--- src/rtl/dc_sweep_sequencer.sv ---
// Stepped DC sweep sequencer: for each DAC code it loads the source, waits a
// settling interval, averages 2^AVG_LOG2 load-ADC samples and emits one record.
module dc_sweep_sequencer #(
  parameter int DAC_W         = 12,
  parameter int ADC_W         = 12,
  parameter int AVG_LOG2      = 2,
  parameter int SETTLE_CYCLES = 16
) (
  input  logic                      clk,
  input  logic                      rst,
  input  logic                      start,
  input  logic                      abort,
  input  logic [DAC_W-1:0]          start_code,
  input  logic [DAC_W-1:0]          stop_code,
  input  logic [DAC_W-1:0]          step_code,
  output logic                      busy,
  output logic [DAC_W-1:0]          dac_code,
  output logic                      dac_load,
  output logic                      adc_req,
  input  logic                      adc_ack,
  input  logic [ADC_W-1:0]          adc_data,
  output logic                      res_valid,
  input  logic                      res_ready,
  output logic [DAC_W-1:0]          res_code,
  output logic [ADC_W+AVG_LOG2-1:0] res_sum,
  output logic                      done
);

  localparam int SUM_W = ADC_W + AVG_LOG2;
  localparam int CNT_W = AVG_LOG2 + 1;
  localparam int STL_W = (SETTLE_CYCLES > 1) ? $clog2(SETTLE_CYCLES) : 1;
  localparam logic [CNT_W-1:0] N_SAMP   = CNT_W'(1 << AVG_LOG2);
  localparam logic [STL_W-1:0] STL_INIT = STL_W'(SETTLE_CYCLES - 1);

  typedef enum logic [2:0] {
    S_IDLE, S_SET, S_SETTLE, S_SAMPLE, S_EMIT, S_DONE
  } state_t;

  state_t             state_q, state_d;
  logic [DAC_W-1:0]   dac_code_q, dac_code_d;
  logic [DAC_W-1:0]   stop_q, stop_d;
  logic [DAC_W-1:0]   step_q, step_d;
  logic [DAC_W-1:0]   res_code_q, res_code_d;
  logic [SUM_W-1:0]   acc_q, acc_d;
  logic [SUM_W-1:0]   res_sum_q, res_sum_d;
  logic [CNT_W-1:0]   cnt_q, cnt_d;
  logic [STL_W-1:0]   stl_q, stl_d;
  logic [DAC_W:0]     next_code;
  logic               busy_q, busy_d;
  logic               dac_load_q, dac_load_d;
  logic               adc_req_q, adc_req_d;
  logic               res_valid_q, res_valid_d;
  logic               done_q, done_d;

  always_comb begin
    state_d    = state_q;
    dac_code_d = dac_code_q;
    stop_d     = stop_q;
    step_d     = step_q;
    res_code_d = res_code_q;
    res_sum_d  = res_sum_q;
    acc_d      = acc_q;
    cnt_d      = cnt_q;
    stl_d      = stl_q;
    // Extra MSB catches wrap past the top code and forces completion.
    next_code  = {1'b0, dac_code_q} + {1'b0, step_q};

    case (state_q)
      S_IDLE: begin
        if (start) begin
          stop_d = stop_code;
          step_d = step_code;
          if (start_code > stop_code) begin
            state_d = S_DONE;
          end else begin
            dac_code_d = start_code;
            state_d    = S_SET;
          end
        end
      end
      S_SET: begin
        stl_d   = STL_INIT;
        state_d = S_SETTLE;
      end
      S_SETTLE: begin
        if (stl_q == '0) begin
          acc_d   = '0;
          cnt_d   = '0;
          state_d = S_SAMPLE;
        end else begin
          stl_d = stl_q - STL_W'(1);
        end
      end
      S_SAMPLE: begin
        if (adc_ack) begin
          acc_d = acc_q + SUM_W'(adc_data);
          cnt_d = cnt_q + CNT_W'(1);
          if (cnt_d == N_SAMP) begin
            res_code_d = dac_code_q;
            res_sum_d  = acc_d;
            state_d    = S_EMIT;
          end
        end
      end
      S_EMIT: begin
        if (res_ready) begin
          if (step_q == '0 || dac_code_q == stop_q || next_code > {1'b0, stop_q}) begin
            state_d = S_DONE;
          end else begin
            dac_code_d = next_code[DAC_W-1:0];
            state_d    = S_SET;
          end
        end
      end
      S_DONE:  state_d = S_IDLE;
      default: state_d = S_IDLE;
    endcase

    // Abort overrides everything, including a same-cycle record handshake.
    if (abort && state_q != S_IDLE) begin
      state_d    = S_IDLE;
      dac_code_d = dac_code_q;
      res_code_d = res_code_q;
      res_sum_d  = res_sum_q;
    end

    busy_d      = (state_d != S_IDLE);
    dac_load_d  = (state_d == S_SET);
    adc_req_d   = (state_d == S_SAMPLE);
    res_valid_d = (state_d == S_EMIT);
    done_d      = (state_d == S_DONE);
  end

  always_ff @(posedge clk or posedge rst) begin
    if (rst) begin
      state_q     <= S_IDLE;
      dac_code_q  <= '0;
      stop_q      <= '0;
      step_q      <= '0;
      res_code_q  <= '0;
      res_sum_q   <= '0;
      acc_q       <= '0;
      cnt_q       <= '0;
      stl_q       <= '0;
      busy_q      <= 1'b0;
      dac_load_q  <= 1'b0;
      adc_req_q   <= 1'b0;
      res_valid_q <= 1'b0;
      done_q      <= 1'b0;
    end else begin
      state_q     <= state_d;
      dac_code_q  <= dac_code_d;
      stop_q      <= stop_d;
      step_q      <= step_d;
      res_code_q  <= res_code_d;
      res_sum_q   <= res_sum_d;
      acc_q       <= acc_d;
      cnt_q       <= cnt_d;
      stl_q       <= stl_d;
      busy_q      <= busy_d;
      dac_load_q  <= dac_load_d;
      adc_req_q   <= adc_req_d;
      res_valid_q <= res_valid_d;
      done_q      <= done_d;
    end
  end

  assign busy      = busy_q;
  assign dac_code  = dac_code_q;
  assign dac_load  = dac_load_q;
  assign adc_req   = adc_req_q;
  assign res_valid = res_valid_q;
  assign res_code  = res_code_q;
  assign res_sum   = res_sum_q;
  assign done      = done_q;

endmodule

--- config.mk ---
export PLATFORM = sky130hd
export DESIGN_NAME = dc_sweep_sequencer
export DESIGN_NICKNAME = d
export VERILOG_FILES = /design/src/rtl/dc_sweep_sequencer.sv
export SDC_FILE = /design/constraint.sdc
export NUM_CORES = 1
export LEC_CHECK = 0
export ABC_CLOCK_PERIOD_IN_PS = 4400
export CAP_MARGIN = 10
export CORE_MARGIN = 3
export CORE_UTILIZATION = 45
export CTS_BUF_LIST = sky130_fd_sc_hd__clkbuf_16
export CTS_CLUSTER_SIZE = 20
export DETAILED_ROUTE_END_ITERATION = 8
export HOLD_SLACK_MARGIN = 0.06
export PLACE_DENSITY = 0.73
export SLEW_MARGIN = 10
export SYNTH_ARGS = -nofsm -noshare
export SYNTH_HDL_FRONTEND = slang
export SYNTH_SLANG_ARGS = --single-unit
--- constraint.sdc ---
create_clock -name clk -period 4.4 [get_ports clk]
set_clock_uncertainty 0.15 [all_clocks]
set_input_delay 0.44 -clock clk [delete_from_list [all_inputs] [get_ports clk]]
set_output_delay 0.44 -clock clk [all_outputs]
set_load 0.02 [all_outputs]
==> results of run 1 <==
[routing by layer]
| layer | part of all wire | wire length, um | GRT usage | vias to the layer above |
|---|---|---|---|---|
| met4 | 0.027 | 405 | 0.0826 | 0 |
| met2 | 0.50 | 7530 | 0.403 | 147 |
| met5 | 0 | 0 | 0 | - |
| met3 | 0.053 | 801 | 0.0406 | 28 |
| met1 | 0.42 | 6450 | 0.279 | 2259 |
| li1 | - | - | - | 2284 |
[path summary, 6_finish.rpt]
path	endpoint	cells past startpoint	from
worst max-delay path	dac_code[7]	14	dac_code[0]
worst min-delay path	res_sum[3]	2	rst
worst max register to register	dac_code[7]	14	dac_code[0]
worst min register to register	res_sum[0]	2	res_sum[0]
max in group asynchronous	step_q[8]	3	rst
min in group clk	res_sum[0]	2	res_sum[0]
[flip-flops by register name, summed over array words and instances (netlist names)]
name	cells
step_q	12
stop_q	12
state_q	3
busy	1
acc_q	14
res_sum	14
dac_code	12
done	1
res_valid	1
stl_q	4
dac_load	1
cnt_q	3
adc_req	1
res_code	12
[cells by family (layout without fill, tap and decap cells)]
family          count (synthesis)  in the layout
fa+ha+maj                      54             54
buf+inv                        58            162
compound gates                134            134
flops                          91             91
xor+xnor                       34             34
simple gates                  192            192
mux                            27             27
[synthesized netlist by cell type (2+ instances only)]
library cell   n  share of area
and4_1         2         0.0031
a21oi_1       30          0.027
nor2b_1        5         0.0056
xor2_1        20          0.031
inv_1         42          0.028
a22o_1        10          0.016
nand3_1       13          0.012
nand2_1       92          0.062
mux2_4         4          0.011
a21o_1         8          0.011
buf_6          2         0.0040
ha_1          51           0.11
clkbuf_1      12         0.0081
mux2_2        22          0.044
and2_1         3         0.0034
o21ai_0       42          0.038
nand3b_1       2         0.0027
o21a_1         3         0.0040
nand4_1        3         0.0034
nor3_1        14          0.013
xnor2_1       14          0.022
o32ai_1        2         0.0031
o211ai_1       4         0.0054
or3_1          4         0.0045
and2_0         2         0.0022
nor3b_1        4         0.0054
dfrtp_1       91           0.41
o21bai_1       2         0.0027
a31oi_1        8         0.0090
a211oi_1       7         0.0094
a221o_1        2         0.0036
fa_1           2         0.0072
a311o_1        2         0.0036
nor2_1        31          0.021
and3_1         2         0.0022
nor4_1        12          0.013
[stage by stage]
stage | instance area (um2) | std cells
global placement | 6730 | 846
global route | 7070 | 862
floorplan | 5570 | 590
finish | 7070 | 862
CTS | 7070 | 862
detailed placement | 6730 | 846
[power by group through the flow]
stage	registers (uW)	clock network, uW	logic (uW)
after CTS	1400	883	3100
after global routing	1440	918	3470
final	1410	870	3120
after detailed placement	1420	0	3080
after floorplan	1400	0	2200
after global placement	1410	0	3020
[worst max-delay path, stage by stage, from the launching register on]
cell and delay (ns):
dfrtp_1 0.46, ha_1 0.28, fa_1 0.44, a211oi_2 0.29, o211ai_1 0.14, nand2_1 0.13
o21a_1 0.14, xnor2_1 0.08, ha_1 0.31, nand3_1 0.11, nor4_1 0.29, o221a_2 0.25
a31o_1 0.16, and2_1 0.35, mux2_4 0.34
[final cells by class]
cell class,count,area (um2),area share
clock buffers,9,225,0.0319
flip-flops and latches,91,2280,0.322
multi-input cells,441,3070,0.434
repair buffers,104,1020,0.144
clock inverters,7,109,0.0154
well taps,168,210,0.0297
inverters,42,159,0.0225
==> results.sh, run 1 <==
export IMPL_outcome="finished clean"
export IMPL_final_nets=796
export IMPL_drt_iter0_drc=349
export IMPL_hpwl_mm=11.9
export IMPL_synth_top_family_by_area="compound AO/OA/AOI/OAI gates"
export IMPL_synth_compound_area_frac=0.157
export IMPL_drv_cap=0
export IMPL_tritoncts="built"
export IMPL_reg2reg_slack_ns=0.38
export IMPL_port_buffer_count=96
export IMPL_synth_edf_count=0
export IMPL_cts_buffers=9
export IMPL_period_needed_ns=4.02
export IMPL_setup_ws_ns=0.381
export IMPL_grt_max_degree=67
export IMPL_power_frac_comb=0.578
export IMPL_drt_pass1_iter_count=5
export IMPL_dieWidth_um=117
export IMPL_tns_ns=0
export IMPL_internal_power_uw=3030
export IMPL_diodes=0
export IMPL_syn_num_nets=697
export IMPL_track_usage=0.229
export IMPL_min_path_type="primary input to async pin"
export IMPL_async_flop_share=1.00
export IMPL_cts_resized=0
export IMPL_clock_sinks=91
export IMPL_grt_pass1_vias=4729
export IMPL_p_per_area_mw_per_mm2=764
export IMPL_final_cell_mix="clkdlybuf4s50_1, nand2_1, dfrtp_1, ha_1, inv_1"
export IMPL_drive_gt1_frac=0.0836
export IMPL_htreeDepth=3
export IMPL_crit_path_start_kind="register"
export IMPL_grt_pass1_wl_mm=24.0
export IMPL_place_ws_ns=0.467
export IMPL_wl_per_cell_um=17.6
export IMPL_post_cts_buffers=0
export IMPL_postLayoutCoreUtil=0.586
export IMPL_fin_hold_ws_ns=0.271
export IMPL_yosys_area_share_simple=0.157
export IMPL_drt_vias_per_instance=5.47
export IMPL_synth_cell_type_count=57
export IMPL_max_freq_mhz=249
export IMPL_syn_inst=590
export IMPL_dr_total_vias=4718
export IMPL_gr_total_overflow=0
export IMPL_cts_max_path_buffers=2
export IMPL_worstSetupPathType="register to register"
export IMPL_yosysWarnings=0
export IMPL_insertion_delay_ns=0.35
export IMPL_crit_required_ns=4.48
export IMPL_worstPathMaxFanout=7
export IMPL_die_area_mm2=0.0137
export IMPL_clk_pin_slew_ns=0.07
export IMPL_power_share_clock=0.161
export IMPL_area_growth_synth_to_final_pct=26.9
export IMPL_gp_congestion=0.952
export IMPL_antenna_found_initial=0
export IMPL_final_common_cell="clkdlybuf4s50_1"
export IMPL_wl_mm=15.2
export IMPL_synthMuxAreaShare=0.0571
export IMPL_fp_coreArea_mm2=0.0121
export IMPL_drc=0
export IMPL_synthAdderAreaFrac=0.124
export IMPL_final_setup_viol_count=0
export IMPL_fin_crit_sh=0.914
export IMPL_cp_end_kind="register"
export IMPL_synth_main_ff_cell="dfrtp_1"
export IMPL_p_leak_uw=0.00323
export IMPL_initial_core_util=0.462
export IMPL_syn_area_mm2=0.00557
export IMPL_slew_headroom=0.429
export IMPL_switchingPower_uw=2370
export IMPL_design_portCount=97
export IMPL_finalMaxSlewViolations=0
export IMPL_hold_buffers=0
export IMPL_p_seq_frac=0.261
export IMPL_hold_viol_final=0
export IMPL_arrival_ns=4.10
export IMPL_power_total_uw=5400
export IMPL_ys_seq_elements=91
export IMPL_swShare=0.439
export IMPL_worst_slew_pin_slew_ns=0.857
export IMPL_fillCellCount=1056
export IMPL_rsz0062_at_grt="false"
export IMPL_synth_area_per_cell_um2=9.44
export IMPL_ys_seq_area_frac=0.409
export IMPL_root_buffer="clkbuf_16"
export IMPL_ir_drop_mv=0.436
export IMPL_ant_nets=0
export IMPL_synth_xor_area_frac=0.0535
export IMPL_fp_dieH_um=117
export IMPL_num_rows=40
(Power assumes the default switching activity.)
==> run 2: changes to the inputs <==
--- a/config.mk
+++ b/config.mk
@@ -12,9 +12,10 @@
 export CTS_BUF_LIST = sky130_fd_sc_hd__clkbuf_16
 export CTS_CLUSTER_SIZE = 20
 export DETAILED_ROUTE_END_ITERATION = 8
+export GPL_TIMING_DRIVEN = 0
 export HOLD_SLACK_MARGIN = 0.06
 export PLACE_DENSITY = 0.73
-export SLEW_MARGIN = 10
+export SLEW_MARGIN = 20
 export SYNTH_ARGS = -nofsm -noshare
 export SYNTH_HDL_FRONTEND = slang
 export SYNTH_SLANG_ARGS = --single-unit
==> run 2 against run 1 <==
Critical endpoint is now dac_code[0]. First-iteration DRC count decreased by 13%. Sequential power about the same. Total power increased by 1.5%. Routed wire length decreased by 0.74%. Clock power decreased by 3.4%. Non-clock buffer count increased by 9. Sequential share of layout area decreased by 0.29 points. Largest power group unchanged. Utilization increased by 0.57 points. Via count increased by 1.7%. Critical path depth unchanged. Flip-flop and latch count unchanged.
==> results.sh, run 2 (synthesis results as in run 1) <==
export IMPL_outcome="finished clean"
export IMPL_track_usage=0.226
export IMPL_cts_max_path_buffers=2
export IMPL_finalMaxSlewViolations=0
export IMPL_ir_drop_mv=0.628
export IMPL_grt_pass1_wl_mm=23.8
export IMPL_gr_total_overflow=0
export IMPL_crit_path_start_kind="register"
export IMPL_gp_congestion=0.884
export IMPL_final_setup_viol_count=0
export IMPL_clock_sinks=91
export IMPL_cp_depth=14
export IMPL_design_portCount=97
export IMPL_die_area_mm2=0.0137
export IMPL_final_cell_mix="clkdlybuf4s50_1, nand2_1, dfrtp_1, ha_1, inv_1"
export IMPL_max_freq_mhz=241
export IMPL_cp_top_family="simple AND/OR/NAND/NOR gates"
export IMPL_worstSetupPathType="register to register"
export IMPL_final_common_cell="clkdlybuf4s50_1"
export IMPL_final_nets=805
export IMPL_drv_cap=0
export IMPL_tns_ns=0
export IMPL_place_ws_ns=0.0327
export IMPL_fin_hold_ws_ns=0.325
export IMPL_period_needed_ns=4.15
export IMPL_max_stage_delay_ns=0.47
export IMPL_fin_crit_sh=0.944
export IMPL_min_path_type="register to register"
export IMPL_crit_required_ns=4.46
export IMPL_p_leak_uw=0.00324
export IMPL_htreeDepth=3
export IMPL_drt_pass1_iter_count=5
export IMPL_cts_buffers=9
export IMPL_hold_viol_final=0
export IMPL_cp_num_buf_inv=0
export IMPL_switchingPower_uw=2470
export IMPL_diodes=0
export IMPL_worstPathMaxFanout=6
export IMPL_fp_dieH_um=117
export IMPL_tritoncts="built"
export IMPL_power_share_clock=0.153
export IMPL_drc=0
export IMPL_slew_headroom=0.343
export IMPL_initial_core_util=0.462
export IMPL_post_cts_buffers=0
export IMPL_dieWidth_um=117
export IMPL_fp_coreArea_mm2=0.0121
export IMPL_swShare=0.450
export IMPL_antenna_found_initial=0
export IMPL_ant_nets=0
export IMPL_power_frac_comb=0.586
export IMPL_grt_max_degree=48
export IMPL_p_per_area_mw_per_mm2=768
export IMPL_arrival_ns=4.21
export IMPL_cp_end_kind="register"
export IMPL_final_cells=871
export IMPL_area_growth_synth_to_final_pct=28.1
export IMPL_p_seq_frac=0.261
export IMPL_path_cells="ha_1, fa_2, a211oi_4, o211ai_1, nand2_1, o21a_1, xnor2_1, ha_1, nand3_2, nor4_4, o221a_2, nand3_1, nor4_2, a211oi_1"
export IMPL_cpMostUsedCell="ha_1"
export IMPL_worstRegToRegCells=14
export IMPL_rsz0062_at_grt="false"
export IMPL_setup_ws_ns=0.248
export IMPL_dp_cells=855
export IMPL_insertion_delay_ns=0.35
export IMPL_root_buffer="clkbuf_16"
export IMPL_num_rows=40
export IMPL_hold_depth=2
export IMPL_clk_pin_slew_ns=0.07
export IMPL_port_buffer_count=96
export IMPL_drt_iter0_drc=304
export IMPL_power_total_uw=5480
export IMPL_internal_power_uw=3010
export IMPL_wl_per_cell_um=17.3
export IMPL_worst_slew_pin_slew_ns=0.982
export IMPL_drt_vias_per_instance=5.51
export IMPL_dr_total_vias=4798
export IMPL_grt_pass1_vias=4750
export IMPL_slowest_stage="nor4_2"
export IMPL_wl_mm=15.1
export IMPL_hpwl_mm=11.7
export IMPL_fillCellCount=1058
export IMPL_drive_gt1_frac=0.0853
run 2: cell count changes in the layout (fill, tap and decap cells not counted), sizes merged:
cell / previous run / this run
clkinv: 2 / 1
buf: 8 / 5
inv: 43 / 45
bufinv: 3 / 2
clkbuf: 9 / 21
run 2: metrics by stage:
step / cell area, um2 / util
2_1_floorplan: 5570 / -
3_3_place_gp: 6740 / 0.559
3_5_place_dp: 6770 / 0.561
4_1_cts: 7100 / 0.589
5_1_grt: 7140 / 0.592
6_report: 7140 / 0.592
run 2: per-layer routing:
metal  global-route usage  up-vias  wire, um
met5                    0        -         0
met4               0.0612        0       265
met3               0.0494       29       874
met2                0.394      167      7480
met1                0.282     2300      6460
li1                     -     2302         -
run 2: power by group through the flow:
stage	combinational [uW]	sequential, uW	clock (uW)
after floorplan	2200	1400	0
after global placement	2940	1430	0
after detailed placement	3040	1440	0
after CTS	3080	1420	858
after global routing	3560	1460	892
final	3210	1430	840
run 2: final timing paths:
path                                  start           to  slack (ns)
worst max register to register  dac_code[0]  dac_code[0]        0.25
worst min-delay path            res_code[5]  res_code[5]        0.33
max in group asynchronous               rst    step_q[5]        3.09
worst min register to register  res_code[5]  res_code[5]        0.33
worst max-delay path            dac_code[0]  dac_code[0]        0.25
min in group asynchronous               rst   res_sum[3]        0.37
run 2: worst reg2reg max path, stage by stage, from the launching register on:
cell and delay, ns:
dfrtp_2 0.46, ha_1 0.27, fa_2 0.40, a211oi_4 0.30
o211ai_1 0.14, nand2_1 0.13, o21a_1 0.13, xnor2_1 0.10
ha_1 0.33, nand3_2 0.13, nor4_4 0.30, o221a_2 0.27
nand3_1 0.27, nor4_2 0.47, a211oi_1 0.16
run 2: cell type report:
| class | instances | area, um2 | area share |
|---|---|---|---|
| Buffer | 16 | 76.3 | 0.0107 |
| Clock buffer | 9 | 225 | 0.0316 |
| Clock inverter | 7 | 97.6 | 0.0137 |
| Inverter | 42 | 160 | 0.0224 |
| Multi-Input combinational cell | 441 | 3100 | 0.434 |
| Sequential cell | 91 | 2280 | 0.319 |
| Tap cell | 168 | 210 | 0.0295 |
| Timing Repair Buffer | 97 | 988 | 0.139 |
run 2: what timing repair did:
action,CTS,global route
hold buffers,0,0
resized for setup,1,9
pin swaps,0,1
endpoints found under the setup margin,1,9
